$ cat src/rtl/uart_str_reader.sv
// Streams a null-terminated string from a 1-cycle-latency ROM into a UART TX
// using a start/busy handshake. One start_i pulse sends one complete string.
module uart_str_reader #(
   parameter int ADDR_W     = 4,
   parameter int DATA_W     = 8,
   parameter int START_ADDR = 0,
   parameter int ACK_WAIT   = 4
) (
   input  logic              clk_i,
   input  logic              rst_ni,
   input  logic              start_i,
   output logic [ADDR_W-1:0] addr_o,
   input  logic [DATA_W-1:0] data_i,
   output logic [DATA_W-1:0] tx_data_o,
   output logic              tx_start_o,
   input  logic              tx_busy_i,
   output logic              busy_o,
   output logic              done_o,
   output logic [ADDR_W:0]   count_o
);

   localparam logic [2:0] IDLE      = 3'd0;
   localparam logic [2:0] FETCH     = 3'd1;
   localparam logic [2:0] CHECK     = 3'd2;
   localparam logic [2:0] WAIT_RDY  = 3'd3;
   localparam logic [2:0] WAIT_ACK  = 3'd4;
   localparam logic [2:0] WAIT_DONE = 3'd5;
   localparam logic [2:0] NEXT      = 3'd6;
   localparam logic [2:0] FIN       = 3'd7;

   localparam logic [ADDR_W-1:0] FIRST_ADDR = ADDR_W'(START_ADDR);
   localparam logic [ADDR_W-1:0] LAST_ADDR  = '1;
   localparam logic [3:0]        ACK_LAST   = 4'(ACK_WAIT - 1);

   logic [2:0] state_reg;
   logic [3:0] ack_cnt_reg;

   always_ff @(posedge clk_i or negedge rst_ni) begin
      if (!rst_ni) begin
         state_reg   <= IDLE;
         ack_cnt_reg <= '0;
         addr_o      <= FIRST_ADDR;
         tx_data_o   <= '0;
         tx_start_o  <= 1'b0;
         busy_o      <= 1'b0;
         done_o      <= 1'b0;
         count_o     <= '0;
      end else begin
         tx_start_o <= 1'b0;
         done_o     <= 1'b0;
         case (state_reg)
            IDLE: begin
               addr_o <= FIRST_ADDR;
               if (start_i) begin
                  count_o   <= '0;
                  busy_o    <= 1'b1;
                  state_reg <= FETCH;
               end
            end
            FETCH: state_reg <= CHECK;
            CHECK: begin
               if (data_i == '0) begin
                  state_reg <= FIN;
               end else begin
                  tx_data_o <= data_i;
                  state_reg <= WAIT_RDY;
               end
            end
            WAIT_RDY: begin
               if (!tx_busy_i) begin
                  tx_start_o  <= 1'b1;
                  ack_cnt_reg <= '0;
                  state_reg   <= WAIT_ACK;
               end
            end
            // A UART that never raises busy is treated as having taken the byte.
            WAIT_ACK: begin
               if (tx_busy_i) begin
                  state_reg <= WAIT_DONE;
               end else if (ack_cnt_reg == ACK_LAST) begin
                  state_reg <= NEXT;
               end else begin
                  ack_cnt_reg <= ack_cnt_reg + 4'd1;
               end
            end
            WAIT_DONE: begin
               if (!tx_busy_i) state_reg <= NEXT;
            end
            NEXT: begin
               count_o <= count_o + (ADDR_W+1)'(1);
               if (addr_o == LAST_ADDR) begin
                  state_reg <= FIN;
               end else begin
                  addr_o    <= addr_o + ADDR_W'(1);
                  state_reg <= FETCH;
               end
            end
            // Rewind here so a held start_i re-fetches from the first address.
            FIN: begin
               done_o    <= 1'b1;
               busy_o    <= 1'b0;
               addr_o    <= FIRST_ADDR;
               state_reg <= IDLE;
            end
            default: state_reg <= IDLE;
         endcase
      end
   end

endmodule

$ cat config.mk
export PLATFORM = sky130hd
export DESIGN_NAME = uart_str_reader
export DESIGN_NICKNAME = d
export VERILOG_FILES = /design/src/rtl/uart_str_reader.sv
export SDC_FILE = /design/constraint.sdc
export NUM_CORES = 1
export LEC_CHECK = 0
export CAP_MARGIN = 0
export CORE_MARGIN = 3
export CORE_UTILIZATION = 30
export DETAILED_ROUTE_END_ITERATION = 10
export PLACE_DENSITY = 0.56
export SYNTH_ARGS = -nofsm -noshare
export SYNTH_HDL_FRONTEND = slang
export SYNTH_SLANG_ARGS = --single-unit
$ cat constraint.sdc
create_clock -name clk_i -period 1.65 [get_ports clk_i]
set_input_delay 0.2475 -clock clk_i [delete_from_list [all_inputs] [get_ports clk_i]]
set_output_delay 0.2475 -clock clk_i [all_outputs]
set_load 0.02 [all_outputs]
==> metrics.txt, run 1 <==
run status=finished, final reports clean; warnings from Yosys=0; min Tclk post-route=1.58 ns; clk_lat worst skew=0.27 ns; Mapped Nets=151; worst slew pin tran=0.352 ns; crit path launch type=register; Synth Instances=136; ratio of cells with drive above 1 in the final layout=0.114; htree depth=1; biggest regs=tx_data_o: 8 flops, count_o: 5 flops; clock skew=0.00203 ns; Total Wirelength=3150 um; Die Wd=73.8 um; max reg flops=8; sw power=1.21 mW; Avg Inst Size Synth=10.1 um2; cell taking the most area after synthesis=dfrtp_1; Reg2Reg Depth=3; Clock power frac=0.121; Crit path max-delay family=buffers and inverters; async set-reset flop share out of synthesis=1.00; Fmax=633 MHz; final setup margin=0.0691 ns; die area=0.00544 mm2; Setup crit end kind=primary output; RSZ-0062 raised after global routing=false; placed cells=223; Worst-path clk slew=0.09 ns; DP Wirelength=2320 um; total number of vias=1186; Final GP Congestion=0.808; pre-CTS setup slack=-0.202 ns; CP max FO=5; Antenna Nets Post-Route=0; sequential fraction of the synthesis area=0.490; Max clock buf depth=2; Biggest register=tx_data_o; setup violators final=0; initial antenna violation count=0; Post-synth EDFFs=0; DR pass1 iterations=4; CP bufs+invs=1; DR WL/cell=13.9 um; Worst Hold Class=in2async; # IOs=32; DRC=0; cts bufs inserted=3; combinational share of power=0.513; synth cell count leaders=dfrtp_1, a21oi_1, a22o_1, nand2_1, o21ai_0; CP peak stage delay=0.64 ns; critical path data required time=1.40 ns; setup TNS=0 ns; first-pass GRT wire length=5390 um; largest net degree at the start of global routing=28; PortBufs=31; PwrDens=1620 mW/mm2; antenna fix cells=0; CTS tree=done; Post-Syn Area=0.00138 mm2; max-cap violations=0; Nets=191; Worst R2R Start=state_reg[2]; Reg power frac=0.366; Yosys top cell area share=0.490; Area Overhead vs Synth=35.2%; gr usage total=0.124; die height=73.8 um; final worst-path cycle share=0.958; final hold violations=0; Sw Share=0.401; R2R Path End=ack_cnt_reg[3]; Final Max Slew Viols=0; vias in the first global route=1173; critical path class=reg2out; VDD IR-drop max=0.443 mV; Layout Cells excl Fill=227; Worst slew margin=0.765; Tot Pwr=3.02 mW; Multi-input gate area=661 um2; grt ovf=0; Clock Root Buffer=clkbuf_8; CP max-delay cell=clkdlybuf4s50_1; Worst R2R Setup Slack=0.15 ns; Critical Path AT=1.33 ns; Initial Utilization=0.314; Core Area=0.00438 mm2; Seq cells post-synth=27; crit-path cells=clkdlybuf4s50_1; top-count cell post-synth=dfrtp_1; top post-synthesis cells by area=dfrtp_1, a22o_1, a21oi_1, o21ai_0, ha_1; sequential standard cell area=677 um2; Starting DRT DRC Count=57; Leak Pwr=0.821 nW; Unique masters post-synth=38; fillers=425; vias per cell=5.22; Main synth FF type=dfrtp_1; # rows=24; cell internal pwr=1.81 mW; clk sinks=27
-- layout make-up --
cell class	instances	share of cell area
multi-input cells	97	0.355
repair buffers	42	0.213
well taps	52	0.0349
clock buffers	4	0.0242
inverters	5	0.0101
flip-flops and latches	27	0.363
-- per-stage QoR --
step / cell area (um2) / util / hold WS, ns
after floorplan: 1380 / - / -0.0481
after global placement: 1810 / 0.412 / 0.490
after detailed placement: 1810 / 0.412 / 0.489
after CTS: 1850 / 0.422 / 0.356
after global routing: 1860 / 0.425 / 0.367
final: 1860 / 0.425 / 0.341
-- worst reg2reg max path: stages (launching register included) --
cell and delay (ns):
dfrtp_2 0.45, or4b_4 0.49, or3_1 0.35, a21oi_1 0.14
-- worst max path at each step --
stage | from | to | cells after the start
CTS | addr_o[2] | addr_o[2] | 1
global placement | data_i[5] | tx_data_o[7] | 4
floorplan | state_reg[0] | ack_cnt_reg[3] | 3
finish | addr_o[1] | addr_o[1] | 1
detailed placement | data_i[5] | tx_data_o[3] | 4
global route | addr_o[1] | addr_o[1] | 1
-- layout by cell type (no fill, tap or decap), types with 2 or more instances in the layout --
master	netlist	layout
a21o_1	2	2
a21oi_1	12	12
a22o_1	8	8
a31oi_1	2	2
buf_4	0	11
clkbuf_8	0	3
clkdlybuf4s50_1	0	28
dfrtp_1	27	26
dlymetal6s2s_1	0	2
ha_1	3	3
inv_1	5	5
mux2i_1	3	3
nand2_1	8	8
nand2b_1	2	2
nand3_1	5	5
nand3b_1	3	3
nand4bb_1	2	2
nor2_1	7	7
nor2b_1	5	5
nor3_1	3	3
nor4b_1	2	2
o211ai_1	2	2
o21ai_0	8	8
o31ai_1	3	3
or4_1	2	2
-- metal layers --
metal | wire [um] | global-route usage | vias to the layer above
li1 | - | - | 582
met1 | 1480 | 0.168 | 583
met2 | 1540 | 0.202 | 17
met3 | 92 | 0.0205 | 4
met4 | 41 | 0.0382 | 0
met5 | 0 | 0 | -
-- power groups by stage --
| stage | clock, mW | combinational [mW] | sequential, mW |
|---|---|---|---|
| after floorplan | 0 | 0.760 | 1.29 |
| after global placement | 0 | 1.54 | 1.11 |
| after detailed placement | 0 | 1.58 | 1.11 |
| after CTS | 0.385 | 1.56 | 1.11 |
| after global routing | 0.415 | 1.71 | 1.14 |
| final | 0.366 | 1.55 | 1.10 |
-- logic make-up after synthesis --
logic type,after synthesis,synth area share
adders and majority gates,3,0.0273
and+or+nand+nor,48,0.216
muxes,3,0.0218
DFF,27,0.490
AOI/OAI and AO/OA,43,0.209
buffers and inverters,12,0.0354
-- timing repair --
action                                  in CTS  in global routing
endpoints found under the setup margin       1                  4
cloned                                       0                  0
hold buffers                                 0                  0
resized for setup                            1                  4
setup buffers                                0                  0
Power figures use the tool's default switching activity.
==> run 2: changes to the inputs <==
Settings changed: CTS_CLUSTER_SIZE set to 28, GPL_ROUTABILITY_DRIVEN set to 0.
==> results of run 2 <==
No change in the layout: final DEF, timing and power equal those of run 1.
==> run 3: changes to the inputs <==
Settings changed: CAP_MARGIN 0 to 20, CORE_UTILIZATION 30 to 49, PLACE_DENSITY 0.56 to 0.76.
==> run 3 against run 2 <==
Net effect:
- clock skew is essentially flat
- flip-flop and latch count is the same
- combinational power is essentially flat
- largest cell class unchanged
- global-route usage grew 7.3 points
- non-clock buffer count shrank 1
- final cell count shrank 10%
- count of clock-buffer cells in the layout shrank 1
==> metrics.txt, run 3 (same netlist as run 1, synthesis figures left out) <==
run status=finished, final reports clean; Max clock buf depth=2 (unchanged); critical path data required time=1.40 ns (about the same); met1 usage=0.278 (+0.109); GR peak layer=met2; vias in the first global route=1207 (+2.9%); Worst slew margin=0.763 (-0.00261); clk_lat worst skew=0.32 ns (+0.05 ns); Area Overhead vs Synth=30.8%; DP Wirelength=2320 um (+0.12%); crit path launch type=register; pre-CTS setup slack=-0.229 ns (-0.0269 ns); Starting DRT DRC Count=47 (-18%); final setup margin=0.0520 ns (-0.0171 ns); max reg flops=8 (unchanged); Area after DPL=0.00177 mm2 (-1.9%); hold_ws=0.277 ns (-0.0641 ns); max-cap violations=0 (unchanged); htree depth=1 (unchanged); met2 usage=0.311 (+0.109); CP max FO=3 (-2); final design area excluding fillers=0.00180 mm2 (-3.3%); total number of vias=1183 (-0.25%); VDD IR-drop max=1.14 mV (+160%); die height=59.0 um (-20%); Reg power frac=0.369 (+0.003); CTS tree=done; Worst-path clk slew=0.15 ns (+0.06 ns); combinational share of power=0.531 (+0.018); Clock power frac=0.099 (-0.022); Initial Utilization=0.537 (+0.222); clock skew=0.00201 ns (-0.0000254 ns); DR WL/cell=15.3 um (+10%); ratio of cells with drive above 1 in the final layout=0.109 (-0.00509); Biggest register=tx_data_o; Worst Hold Class=in2async; Core Area=0.00257 mm2 (-41%); Leak Pwr=0.844 nW (+2.8%); Tot Pwr=2.95 mW (-2.1%); M3 GR Usage=0.0240 (+0.00345); Sw Share=0.416 (+0.0149); CP bufs+invs=1 (unchanged); final hold violations=0 (unchanged); cell internal pwr=1.72 mW (-4.6%); Clock Root Buffer=clkbuf_4; initial antenna violation count=0 (unchanged); largest net degree at the start of global routing=28 (unchanged); # IOs=32 (unchanged); PortBufs=31 (unchanged); clk sinks=27 (unchanged); Setup crit end kind=primary output; RSZ-0062 raised after global routing=false; Post-CTS Hold Fix Bufs=0 (unchanged); CP max-delay cell=clkdlybuf4s50_1; critical path class=reg2out; sw power=1.23 mW (+1.5%); Antenna Nets Post-Route=0 (unchanged); grt ovf=0 (unchanged); Critical Path AT=1.35 ns (+0.02 ns); Die Wd=59.0 um (-20%); Final Max Slew Viols=0 (unchanged); fillers=225 (-47%); vias per cell=5.80 (+11%); Nets=190 (-0.52%); DRC=0 (unchanged); worst slew pin tran=0.356 ns (+0.00386 ns); Crit path max-delay family=buffers and inverters; setup violators final=0 (unchanged); gr usage total=0.198 (+0.0733); Fmax=626 MHz (-1.1%); PwrDens=1640 mW/mm2 (+1.2%); CP peak stage delay=0.63 ns (about the same); DR pass1 iterations=4 (unchanged); Total Wirelength=3120 um (-0.92%); cts bufs inserted=3 (unchanged); first-pass GRT wire length=5370 um (-0.37%); min Tclk post-route=1.60 ns (+0.0171 ns); # rows=18 (-25%); biggest regs=tx_data_o: 8 flops, count_o: 5 flops; die area=0.00348 mm2 (-36%); commonest non-fill, non-tap cells in the layout=dfrtp_1, clkdlybuf4s50_1, a21oi_1; final worst-path cycle share=0.968 (+0.0103); antenna fix cells=0 (unchanged); crit-path cells=clkdlybuf4s50_1; most common cell after layout, fill and taps aside=dfrtp_1
-- run 3: power groups by stage --
| stage | clock (mW) | combinational [mW] | sequential [mW] |
|---|---|---|---|
| 6_report | 0.294 | 1.57 | 1.09 |
| 5_1_grt | 0.335 | 1.73 | 1.13 |
| 4_1_cts | 0.306 | 1.58 | 1.09 |
| 3_5_place_dp | 0 | 1.60 | 1.10 |
| 3_3_place_gp | 0 | 1.56 | 1.09 |
| 2_1_floorplan | 0 | 0.760 | 1.29 |
-- run 3: worst paths after layout --
check | startpoint | depth (start not counted) | to | slack, ns
setup reg to reg | state_reg[1] | 3 | ack_cnt_reg[3] | 0.10
max in group asynchronous | rst_ni | 2 | addr_o[2] | 1.12
setup / recovery | busy_o | 1 | busy_o | 0.05
min in group clk_i | tx_data_o[2] | 1 | tx_data_o[2] | 0.52
hold / removal | rst_ni | 2 | addr_o[0] | 0.28
hold reg to reg | tx_data_o[2] | 1 | tx_data_o[2] | 0.52
-- run 3: routing by layer --
metal  routed length (um)  share of wire
met1                 1440           0.46
met4                   54          0.017
met3                  100          0.032
met5                    0              0
met2                 1530           0.49
-- run 3: what timing repair did --
| item | CTS | global route |
|---|---|---|
| gates resized for setup | 5 | 3 |
| endpoints found under the setup margin | 5 | 3 |
| buffers inserted | 0 | 0 |
-- run 3: cell type report --
class                           count  area [um2]  area share
Timing Repair Buffer               41         387       0.215
Multi-Input combinational cell     97         653       0.362
Tap cell                           30        37.5      0.0208
Clock buffer                        3        22.5      0.0125
Inverter                            5        18.8      0.0104
Sequential cell                    27         676       0.375
Clock inverter                      1        7.51     0.00417
-- run 3: stage by stage --
| stage | setup TNS [ns] | cells | util |
|---|---|---|---|
| floorplan | 0 | 136 | - |
| global placement | -1.27 | 200 | 0.690 |
| detailed placement | -1.92 | 200 | 0.690 |
| CTS | 0 | 204 | 0.699 |
| global route | 0 | 204 | 0.702 |
| finish | 0 | 204 | 0.702 |
